**src/rtl/instr_fetch_unit.sv**
```systemverilog
// instr_fetch_unit: prefetching fetch stage with in-order response FIFO and flush-aware response accounting
module instr_fetch_unit #(
    parameter logic [31:0] PC_RESET_VALUE = 32'h0000_0000,
    parameter int          FIFO_DEPTH     = 4
) (
    input  logic        clk,
    input  logic        rst,
    output logic        imem_req_valid,
    input  logic        imem_req_ready,
    output logic [31:0] imem_req_addr,
    input  logic        imem_rsp_valid,
    input  logic [31:0] imem_rsp_data,
    input  logic        redirect_valid,
    input  logic [31:0] redirect_pc,
    output logic        out_valid,
    input  logic        out_ready,
    output logic [31:0] out_instruction,
    output logic [31:0] out_pc
);
    localparam int PW = $clog2(FIFO_DEPTH);
    localparam int CW = PW + 1;
    localparam logic [CW:0] DEPTH = (CW + 1)'(FIFO_DEPTH);

    logic [31:0]   fetch_pc_q, fetch_pc_d, rsp_pc_q, rsp_pc_d, target;
    logic [CW-1:0] count_q, count_d, live_q, live_d, discard_q, discard_d;
    logic [PW-1:0] wr_q, wr_d, rd_q, rd_d;
    logic [31:0]   instr_mem [FIFO_DEPTH];
    logic [31:0]   pc_mem [FIFO_DEPTH];
    logic [CW:0]   occupancy;
    logic          hs, rsp_live, push, pop;

    assign target          = {redirect_pc[31:2], 2'b00};
    // Buffered entries plus responses still owed to them bound new requests, so the FIFO never overflows.
    assign occupancy       = {1'b0, count_q} + {1'b0, live_q};
    assign imem_req_valid  = !rst && !redirect_valid && (occupancy < DEPTH);
    assign imem_req_addr   = fetch_pc_q;
    assign out_valid       = !rst && !redirect_valid && (count_q != '0);
    assign out_instruction = instr_mem[rd_q];
    assign out_pc          = pc_mem[rd_q];
    assign hs              = imem_req_valid && imem_req_ready;
    assign rsp_live        = imem_rsp_valid && (discard_q == '0);
    assign push            = rsp_live && !redirect_valid;
    assign pop             = out_valid && out_ready;

    always_comb begin
        fetch_pc_d = redirect_valid ? target : (hs ? fetch_pc_q + 32'd4 : fetch_pc_q);
        rsp_pc_d   = redirect_valid ? target : (push ? rsp_pc_q + 32'd4 : rsp_pc_q);
        live_d     = redirect_valid ? '0 : live_q + CW'(hs) - CW'(rsp_live);
        discard_d  = redirect_valid ? discard_q + live_q - CW'(imem_rsp_valid)
                                    : discard_q - CW'(imem_rsp_valid && !rsp_live);
        count_d    = redirect_valid ? '0 : count_q + CW'(push) - CW'(pop);
        wr_d       = redirect_valid ? '0 : wr_q + PW'(push);
        rd_d       = redirect_valid ? '0 : rd_q + PW'(pop);
    end

    always_ff @(posedge clk) begin
        if (rst) begin
            fetch_pc_q <= PC_RESET_VALUE;
            rsp_pc_q   <= PC_RESET_VALUE;
            live_q     <= '0;
            discard_q  <= '0;
            count_q    <= '0;
            wr_q       <= '0;
            rd_q       <= '0;
        end else begin
            fetch_pc_q <= fetch_pc_d;
            rsp_pc_q   <= rsp_pc_d;
            live_q     <= live_d;
            discard_q  <= discard_d;
            count_q    <= count_d;
            wr_q       <= wr_d;
            rd_q       <= rd_d;
        end
    end

    always_ff @(posedge clk) begin
        if (!rst && push) begin
            instr_mem[wr_q] <= imem_rsp_data;
            pc_mem[wr_q]    <= rsp_pc_q;
        end
    end
endmodule
```
**config.mk**
```make
export PLATFORM = sky130hd
export DESIGN_NAME = instr_fetch_unit
export DESIGN_NICKNAME = d
export VERILOG_FILES = /design/src/rtl/instr_fetch_unit.sv
export SDC_FILE = /design/constraint.sdc
export NUM_CORES = 1
export LEC_CHECK = 0
export BUFFER_PORTS_ARGS = -buffer_cell sky130_fd_sc_hd__buf_4
export CAP_MARGIN = 20
export CORE_MARGIN = 5
export CORE_UTILIZATION = 50
export CTS_CLUSTER_DIAMETER = 80
export DETAILED_ROUTE_END_ITERATION = 6
export PLACE_DENSITY_LB_ADDON = 0.1
export SETUP_SLACK_MARGIN = 0.15
export SYNTH_ARGS = -nofsm -noshare
export SYNTH_HDL_FRONTEND = slang
export SYNTH_SLANG_ARGS = --single-unit
```
**constraint.sdc**
```tcl
create_clock -name clk -period 16.6 [get_ports clk]
set_input_delay 1.66 -clock clk [delete_from_list [all_inputs] [get_ports clk]]
set_output_delay 1.66 -clock clk [all_outputs]
set_load 0.02 [all_outputs]
```
* Word level (Yosys, flattened, before mapping)
Memory sizes are Yosys's and may differ from the RTL's. A register that Yosys moved wholly into a read port is not among the register bits.
Cells that the tools add are included.
** Operators by class
- $add $sub $neg :: 12
- Order comparisons :: 1
- Muxes and demuxes :: 9
- Reductions and logical operators :: 17
** Operators with widths (count)
- 2-to-1 mux 32 bit :: 4
- adder 32 x 3 -> 32 bit (second input constant) :: 2
- subtractor 3 x 1 -> 3 bit :: 4
- logical AND 1 bit :: 9
- adder 3 x 1 -> 3 bit :: 2
- adder 2 x 1 -> 2 bit :: 2
- adder 3 x 3 -> 4 bit :: 1
- less-than comparator 4 x 3 -> 1 bit (second input constant) :: 1
- 2-to-1 mux 2 bit :: 2
- nonzero test 2 bit :: 2
- adder 3 bit :: 1
- logical NOT 1 bit :: 3
- logical NOT 3 bit :: 1
- 2-to-1 mux 3 bit :: 1
- nonzero test 3 bit :: 1
- 2-to-1 mux 1 bit :: 2
- OR reduction 2 bit :: 1
** Storage, ports and cells
- Bits in registers :: 77
- RAM bits :: 256
- Input port bits :: 70
- Output and inout port bits :: 98
- Word-level logic and storage cells :: 50
- Memories kept :: 2
** Memory list
- instr_mem :: depth 4, width 32, read ports 1, clocked after memory_dff 1, write ports 1, RTL line 27 : logic [31:0] instr_mem [FIFO_DEPTH];
- pc_mem :: depth 4, width 32, read ports 1, clocked after memory_dff 1, write ports 1, RTL line 28 : logic [31:0] pc_mem [FIFO_DEPTH];

* Depth between registers and ports, before layout
Gate-level depths: netlist of run 1.
- Word-level depth :: 6
- Mapped depth :: 12

* Least setup slack after synthesis of run 1
OpenSTA, ideal clock, no wires.
- Path type :: input to register
- Start point :: in imem_rsp_valid
- End point :: mem instr_mem[0][0], enable pin
- Arrival time :: 6.673 ns
- Required time :: 16.041 ns
- Slack :: 9.368 ns
- Cell stages on the path :: 5
- Path through :: or4b_4 -> inv_2 -> buf_4 -> nand2_1 -> nor3_1
** Between the ends
- Longest elaborated chain between the ends :: 5
** Ends and longest elaborated chain
- start: declaration :: RTL line 11 : input logic imem_rsp_valid,
- logical AND 1 bit :: RTL line 41 : assign rsp_live = imem_rsp_valid && (discard_q == '0);
- logical AND 1 bit :: RTL line 42 : assign push = rsp_live && !redirect_valid;
- logical AND 1 bit :: RTL line 77 : if (!rst && push) begin
- 2-to-1 mux 1 bit :: RTL line 77
- 2-to-1 mux 1 bit (implied by the code) :: RTL line 78 : instr_mem[wr_q] <= imem_rsp_data;
- end: declaration :: RTL line 27
Every way passes these cells.

* Worst setup path in the final report of run 1
- Start point :: in rst
- End point :: out imem_req_valid
** Between the ends
- Longest elaborated chain between the ends :: 3
** Ends and longest elaborated chain
- start: declaration :: RTL line 7 : input logic rst,
- logical NOT 1 bit :: RTL line 35 : assign imem_req_valid = !rst && !redirect_valid && (occupancy < DEPTH);
- logical AND 1 bit (2 in a row) :: RTL line 35
- end: declaration :: RTL line 8 : output logic imem_req_valid,
Every way passes these cells.

==> results of run 1 <==
per-stage QoR:
step	std cells	util, %
finish	1365	61.33
global placement	1301	56.59
floorplan	837	-
global route	1365	61.33
CTS	1364	61.22
detailed placement	1301	56.59
where the power goes:
group / internal [W] / total (W) / switching [W]
registers: 0.000892 / 0.000917 / 0.0000248
logic: 0.0000626 / 0.000140 / 0.0000773
clock network: 0.000502 / 0.000798 / 0.000295
total: 0.00146 / 0.00185 / 0.000397
path summary, 6_finish.rpt:
path                                                startpoint                              to  slack [ps]  depth (start not counted)
worst max-delay path                                       rst                  imem_req_valid       11990                          4
worst min register to register  imem_req_addr[30]$_SDFFE_PP0P_  imem_req_addr[30]$_SDFFE_PP0P_         530                          1
worst min-delay path            imem_req_addr[30]$_SDFFE_PP0P_  imem_req_addr[30]$_SDFFE_PP0P_         530                          1
worst max register to register            live_q[2]$_SDFF_PP0_            live_q[2]$_SDFF_PP0_       13500                         11
cells by family (layout without fill, tap and decap cells):
family	Yosys count	in the layout	synth area share, %
AO/OA/AOI/OAI	104	104	5.336
XOR/XNOR	43	43	2.863
adder cells (fa/ha/maj)	18	18	1.883
buffers and inverters	73	266	2.283
flip-flops	321	321	67.72
multiplexers	66	66	10.94
other	1	4	0.02851
AND/OR/NAND/NOR	208	208	8.950
cell usage after synthesis (all sizes together) (2+ instances only):
master / count / area (sq um)
edfxtp: 248 / 7447
dfxtp: 73 / 1461
mux4: 62 / 1396
nor2: 49 / 183.9
nand2: 37 / 138.9
inv: 33 / 123.9
xnor2: 29 / 254.0
a21oi: 27 / 135.1
clkbuf: 26 / 97.59
nand4: 25 / 198.9
nor3: 21 / 121.4
nand3: 20 / 100.1
a21boi: 16 / 120.1
ha: 15 / 187.7
a211oi: 14 / 105.1
xor2: 14 / 122.6
buf: 13 / 75.08
and2: 12 / 75.08
a31oi: 10 / 62.56
o21ai: 9 / 45.04
or3: 9 / 56.30
and3: 8 / 50.05
nor4: 7 / 92.59
and4: 5 / 43.79
o211ai: 4 / 30.03
a21o: 3 / 22.52
fa: 3 / 60.06
nor3b: 3 / 22.52
or2: 3 / 18.77
a22oi: 2 / 15.01
mux2: 2 / 22.52
mux2i: 2 / 20.02
nor2b: 2 / 12.51
o21a: 2 / 15.01
o21bai: 2 / 15.01
o311ai: 2 / 17.52
o31a: 2 / 17.52
o31ai: 2 / 15.01
or4: 2 / 15.01
registers in the layout (all words and copies together), names as in the netlist:
signal and count:
count_q 3, discard_q 3, imem_req_addr 30, instr_mem 128, live_q 3, pc_mem 120
rd_q 2, rsp_pc_q 30, wr_q 2
worst max-delay path, delay by kind of cell:
| kind | cells | cell delay, ps |
|---|---|---|
| AND/OR/NAND/NOR | 2 | 750 |
| buffers and inverters | 2 | 490 |
cells in the final DEF (no fill, tap or decap), types with 5 or more instances in the layout:
cell and count:
and2_1 11, edfxtp_1 248, dfxtp_1 71, a21oi_1 27, nor2_1 47, a211oi_1 14, xnor2_1 29, nand4_1 21
and3_1 8, a21boi_0 15, nor3_1 17, ha_1 15, xor2_1 14, o21ai_0 9, clkinv_1 8, buf_4 168
mux4_2 62, inv_1 31, clkinv_2 7, a31oi_1 10, clkbuf_16 37, nand2_1 37, nand3_1 20, or3_1 9
and4_1 5, bufinv_16 6
per-layer routing:
metal / vias to the layer above / track usage [%] / share of wire (%)
met4: 0 / 4.545 / 1.3
met2: 266 / 28.28 / 46
met1: 3837 / 27.96 / 46
met3: 23 / 4.047 / 7.3
met5: - / 0 / 0
li1: 3581 / - / -
layout make-up:
class | instances | area (sq um) | share of cell area (%)
clock buffer | 42 | 954.7 | 5.990
clock inverter | 21 | 250.2 | 1.570
inverter | 34 | 127.6 | 0.8008
multi-input combinational | 443 | 3983 | 24.99
sequential | 321 | 8914 | 55.93
tap | 335 | 419.2 | 2.630
timing repair buffer | 169 | 1289 | 8.087
==> impl_results.md, run 1 <==
* Post_cts resized at 0
* Drt drc at 0
* HPWL Detailed at between 15 and 20 mm
* I/O Buffers at ~160
* Vias at about 7700
* Clock Path Buffers at 3
* Slowest cell on the critical path: or2_2
* RePlAce Congestion at 0.8874
* Cells after Synth at approximately 830
* Final Power at between 0.0015 and 0.002 W
* Area grow syn2layout at 21.14%
* First-pass GRT wire length at ~43 mm
* Hold Buf Count CTS at 0
* Maxcap violations at 0
* Worst hold-check slack at 528.2 ps
* DR iter-0 viols at about 520
* Root Driver: clkbuf_16
* Critical-path cell list: buf_4 > or2_2 > nor3_1 > buf_4
* Die Area at 0.02965 sq mm
* Layout cells sized above 1 at a little under a third
* Clk sinks at between 300 and 400
* GRT overflow at 0
* Ys flop type: edfxtp_1
* Synth Register Bits at between 300 and 400
* Min-delay worst type: reg -> reg
* Vias in the first global route at roughly 7600
* Avg Inst Size Synth at 15.77 sq um
* Fin Clk Skew at 14.66 ps
* Tmin final at roughly 4600 ps
* Arrival @ worst endpoint at about 3000 ps
* Slew headroom at between 30% and 40%
* Fin area at between 0.015 and 0.02 sq mm
* Most used cell, CP: buf_4
* Synth unique cells at 66
* Worst-path clk slew at 60 ps
* Routed WL at 27.84 mm
* Starting density of the core at 50.63%
* Die X at ~170 microns
* Slew Limit Fails at 0
* Sequential share of the synthesized area at about 68%
* H-tree depth at 2
* Filler cells at a little under 2000
* Setup WS pre-CTS at roughly 12000 ps
* YS warnings at 0
* Period utilisation layout at between 20% and 30%
* Largest net degree at the start of global routing at 64
* Crit-path max cell delay at roughly 470 ps
* Antenna Nets Post-Route at 0
* Dpl cell area at around 0.015 sq mm
* Num rows at 59
* DR pass1 iterations at 5
* Total track usage at between 10% and 20%
* Initial antenna violation count at 0
* Slew at the pin with the worst max-slew slack at 1003 ps
* Final setup fails at 0
* PD cells at 116.3 mW/mm^2
* Die H at 172.2 microns
* CTS buffer count at 35
* Fin. Hold Viols at 0
* Post-CTS Repair Setup Buffers at 0
* Setup slack after layout at 11990 ps
* TritonCTS clock tree: built
* Mapped Area at 0.01316 sq mm
* Routed WL per cell at 20.39 microns
* Peak Freq at around 220 MHz
* Crit Path Category: in -> out
* Crit-path max FO at 61
* Startpoint Class: primary input
* Ys async rst share at 0%
* Layout Nets at about 1100
* Clock Latency Late Sink at about 500 ps
* Sum Neg Setup Slack at 0 ps
* RSZ-0062 raised after global routing: no
* Core ar. at 0.02598 sq mm
* Via-to-Cell Ratio at about 5.6
* Post-synth EDFFs at 248
* Data required, critical path at 14940 ps
* Worst vdd ir at slightly below 0.1 mV
* Leak at ~5.5 nW
* Ant diodes at 0
* I/O pin count at about 170
* Status: complete, no violations
* CP endpoint kind: output pin
Power figures use the tool's default switching activity.
==> inputs of run 2 (changes only) <==
- clock period: 16.6 -> 4.05 ns (I/O delays scaled with it)
==> impl_results.md, run 2 (same netlist as run 1, synthesis figures left out) <==
* Status: complete, no violations
* Drt drc at 0 (unchanged)
* Max reg flops at 128 (unchanged)
* Setup slack after layout at 996.7 ps (-10990 ps)
* First-pass GRT wire length at 42.90 mm (about the same)
* GRT overflow at 0 (unchanged)
* Period utilisation layout at 75.39%
* RePlAce Congestion at 0.8783 (-1.0%)
* Post-CTS Repair Setup Buffers at 0 (unchanged)
* FF-to-FF Start: live_q[2]$_SDFF_PP0_
* Most common cell after layout, fill and taps aside: edfxtp_1
* Layout cells sized above 1 at 29.93% (-0.17 points)
* Data required, critical path at 4430 ps (-10510 ps)
* Initial antenna violation count at 0 (unchanged)
* Dpl cell area at 0.01488 sq mm (+1.2%)
* Worst Reg2Reg Path Length in Cells at 11 (unchanged)
* RSZ-0062 raised after global routing: no
* Final setup fails at 0 (unchanged)
* Vias in the first global route at 7718 (+1.4%)
* Final Power at 0.007378 W (+300%)
* Filler cells at 2005 (+2.7%)
* Core ar. at 0.02598 sq mm (unchanged)
* Top reg by flops: instr_mem
* Fin area at 0.01598 sq mm (+0.26%)
* Num rows at 59 (unchanged)
* Die X at 172.2 microns (unchanged)
* Slew at the pin with the worst max-slew slack at 881.6 ps (-121.2 ps)
* Antenna Nets Post-Route at 0 (unchanged)
* Routed WL per cell at 20.09 microns (-1.5%)
* Layout Nets at 1097 (+0.46%)
* Leak at 5.488 nW (-0.29%)
* Commonest non-fill, non-tap cells in the layout: edfxtp_1, buf_4, dfxtp_1
* Slew headroom at 40.74% (+7.6 points)
* Root Driver: clkbuf_16
* Maxcap violations at 0 (unchanged)
* FF-to-FF End: live_q[2]$_SDFF_PP0_
* Vias at 7617 (-1.2%)
* HPWL Detailed at 17.89 mm (+4.2%)
* Post-Place Cells at 1308 (+0.54%)
* Startpoint Class: register
* CTS buffer count at 34 (-2.9%)
* Tmin final at about 3100 ps
* Fin. Hold Viols at 0 (unchanged)
* Clk sinks at 321 (unchanged)
* Starting density of the core at 50.63% (unchanged)
* Top flop regs: instr_mem (128), pc_mem (120)
* Via-to-Cell Ratio at 5.584 (-1.1%)
* Arrival @ worst endpoint at 3430 ps (+480 ps)
* Setup WS pre-CTS at 1021 ps (-11000 ps)
* Worst setup path endpoint: live_q[2]$_SDFF_PP0_
* Die H at 172.2 microns (unchanged)
* Non-Filler Instances at 1364 (-0.073%)
* TritonCTS clock tree: built
* Fin Clk Skew at 15.11 ps (+0.4454 ps)
* Peak Freq at roughly 330 MHz
* Worst-path clk slew at 60 ps (about the same)
* Min-delay worst type: in -> reg
* Ant diodes at 0 (unchanged)
* I/O pin count at 168 (unchanged)
* PD cells at 461.8 mW/mm^2 (+300%)
* Crit-path max FO at 17 (-72%)
* Clock Path Buffers at 3 (unchanged)
* I/O Buffers at 161 (unchanged)
* Crit Path Category: reg -> reg
* Slew Limit Fails at 0 (unchanged)
* Clock Latency Late Sink at 500 ps (about the same)
* Reg2reg setup slack at 1000 ps (-12500 ps)
* Worst vdd ir at 0.2368 mV (+140%)
* Area grow syn2layout at 21.46%
* Crit path launch: live_q[2]$_SDFF_PP0_
* Post_cts resized at 0 (unchanged)
* DR iter-0 viols at 373 (-28%)
* DR pass1 iterations at 4 (-1)
* Hold Buf Count CTS at 0 (unchanged)
* Total track usage at 18.52% (-0.13 points)
* H-tree depth at 2 (unchanged)
* Die Area at 0.02965 sq mm (unchanged)
* CP endpoint kind: register
* Largest net degree at the start of global routing at 63 (-1.6%)
* Routed WL at 27.40 mm (-1.6%)
[run 2: changes by cell type in the layout (fill, tap and decap cells not counted), sizes merged]
cell,change
buf,+6
clkbuf,+3
clkinv,-9
inv,+1
bufinv,-2
[run 2: worst min-delay path by stage]
stage	start	endpoint	slack (ps)	cells after the start
floorplan	rsp_pc_q[29]$_SDFFE_PP0P_	pc_mem[0][29]$_DFFE_PP_	460	0
global placement	imem_req_addr[30]$_SDFFE_PP0P_	imem_req_addr[30]$_SDFFE_PP0P_	510	1
detailed placement	imem_req_addr[30]$_SDFFE_PP0P_	imem_req_addr[30]$_SDFFE_PP0P_	510	1
CTS	imem_rsp_data[29]	instr_mem[1][29]$_DFFE_PP_	80	1
global route	imem_rsp_data[22]	instr_mem[0][22]$_DFFE_PP_	90	1
finish	imem_rsp_data[27]	instr_mem[2][27]$_DFFE_PP_	110	1
[run 2: worst max-delay path, stage by stage (launching register included)]
cell and delay, ps:
dfxtp_1 400, ha_1 270, or3_1 480, nor3_4 400
inv_2 250, ha_1 330, inv_1 50, ha_1 130
inv_1 50, fa_1 370, xnor2_1 160, nor2_1 50
[run 2: area by class of cell]
cell class | count | area [sq um] | area share, %
Sequential cell | 321 | 8914 | 55.79
Multi-Input combinational cell | 443 | 3995 | 25.00
Timing Repair Buffer | 175 | 1426 | 8.927
Clock buffer | 45 | 943.4 | 5.904
Tap cell | 335 | 419.2 | 2.623
Clock inverter | 11 | 152.6 | 0.9554
Inverter | 34 | 127.6 | 0.7987
[run 2: where the power goes]
group | switching (W) | internal, W | leakage, nW
logic | 0.000318 | 0.000269 | 2.10
registers | 0.000101 | 0.00365 | 2.86
clock network | 0.00116 | 0.00188 | 0.534
total | 0.00157 | 0.00580 | 5.49
[run 2: per-stage QoR]
step / hold slack, ps / TNS (ps) / util, %
2_1_floorplan: 460.1 / -37040 / -
3_3_place_gp: 513.2 / 0 / 57.27
3_5_place_dp: 511.7 / 0 / 57.27
4_1_cts: 82.54 / 0 / 61.49
5_1_grt: 87.66 / 0 / 61.49
6_report: 110.1 / 0 / 61.49
[run 2: layer usage]
layer,part of all wire (%),track usage [%],up-vias,wire (microns)
met5,0,0,-,0
met4,1.7,4.306,0,476
met3,6.0,3.315,40,1649
met2,46,28.72,238,12690
met1,46,27.74,3754,12580
li1,-,-,3585,-
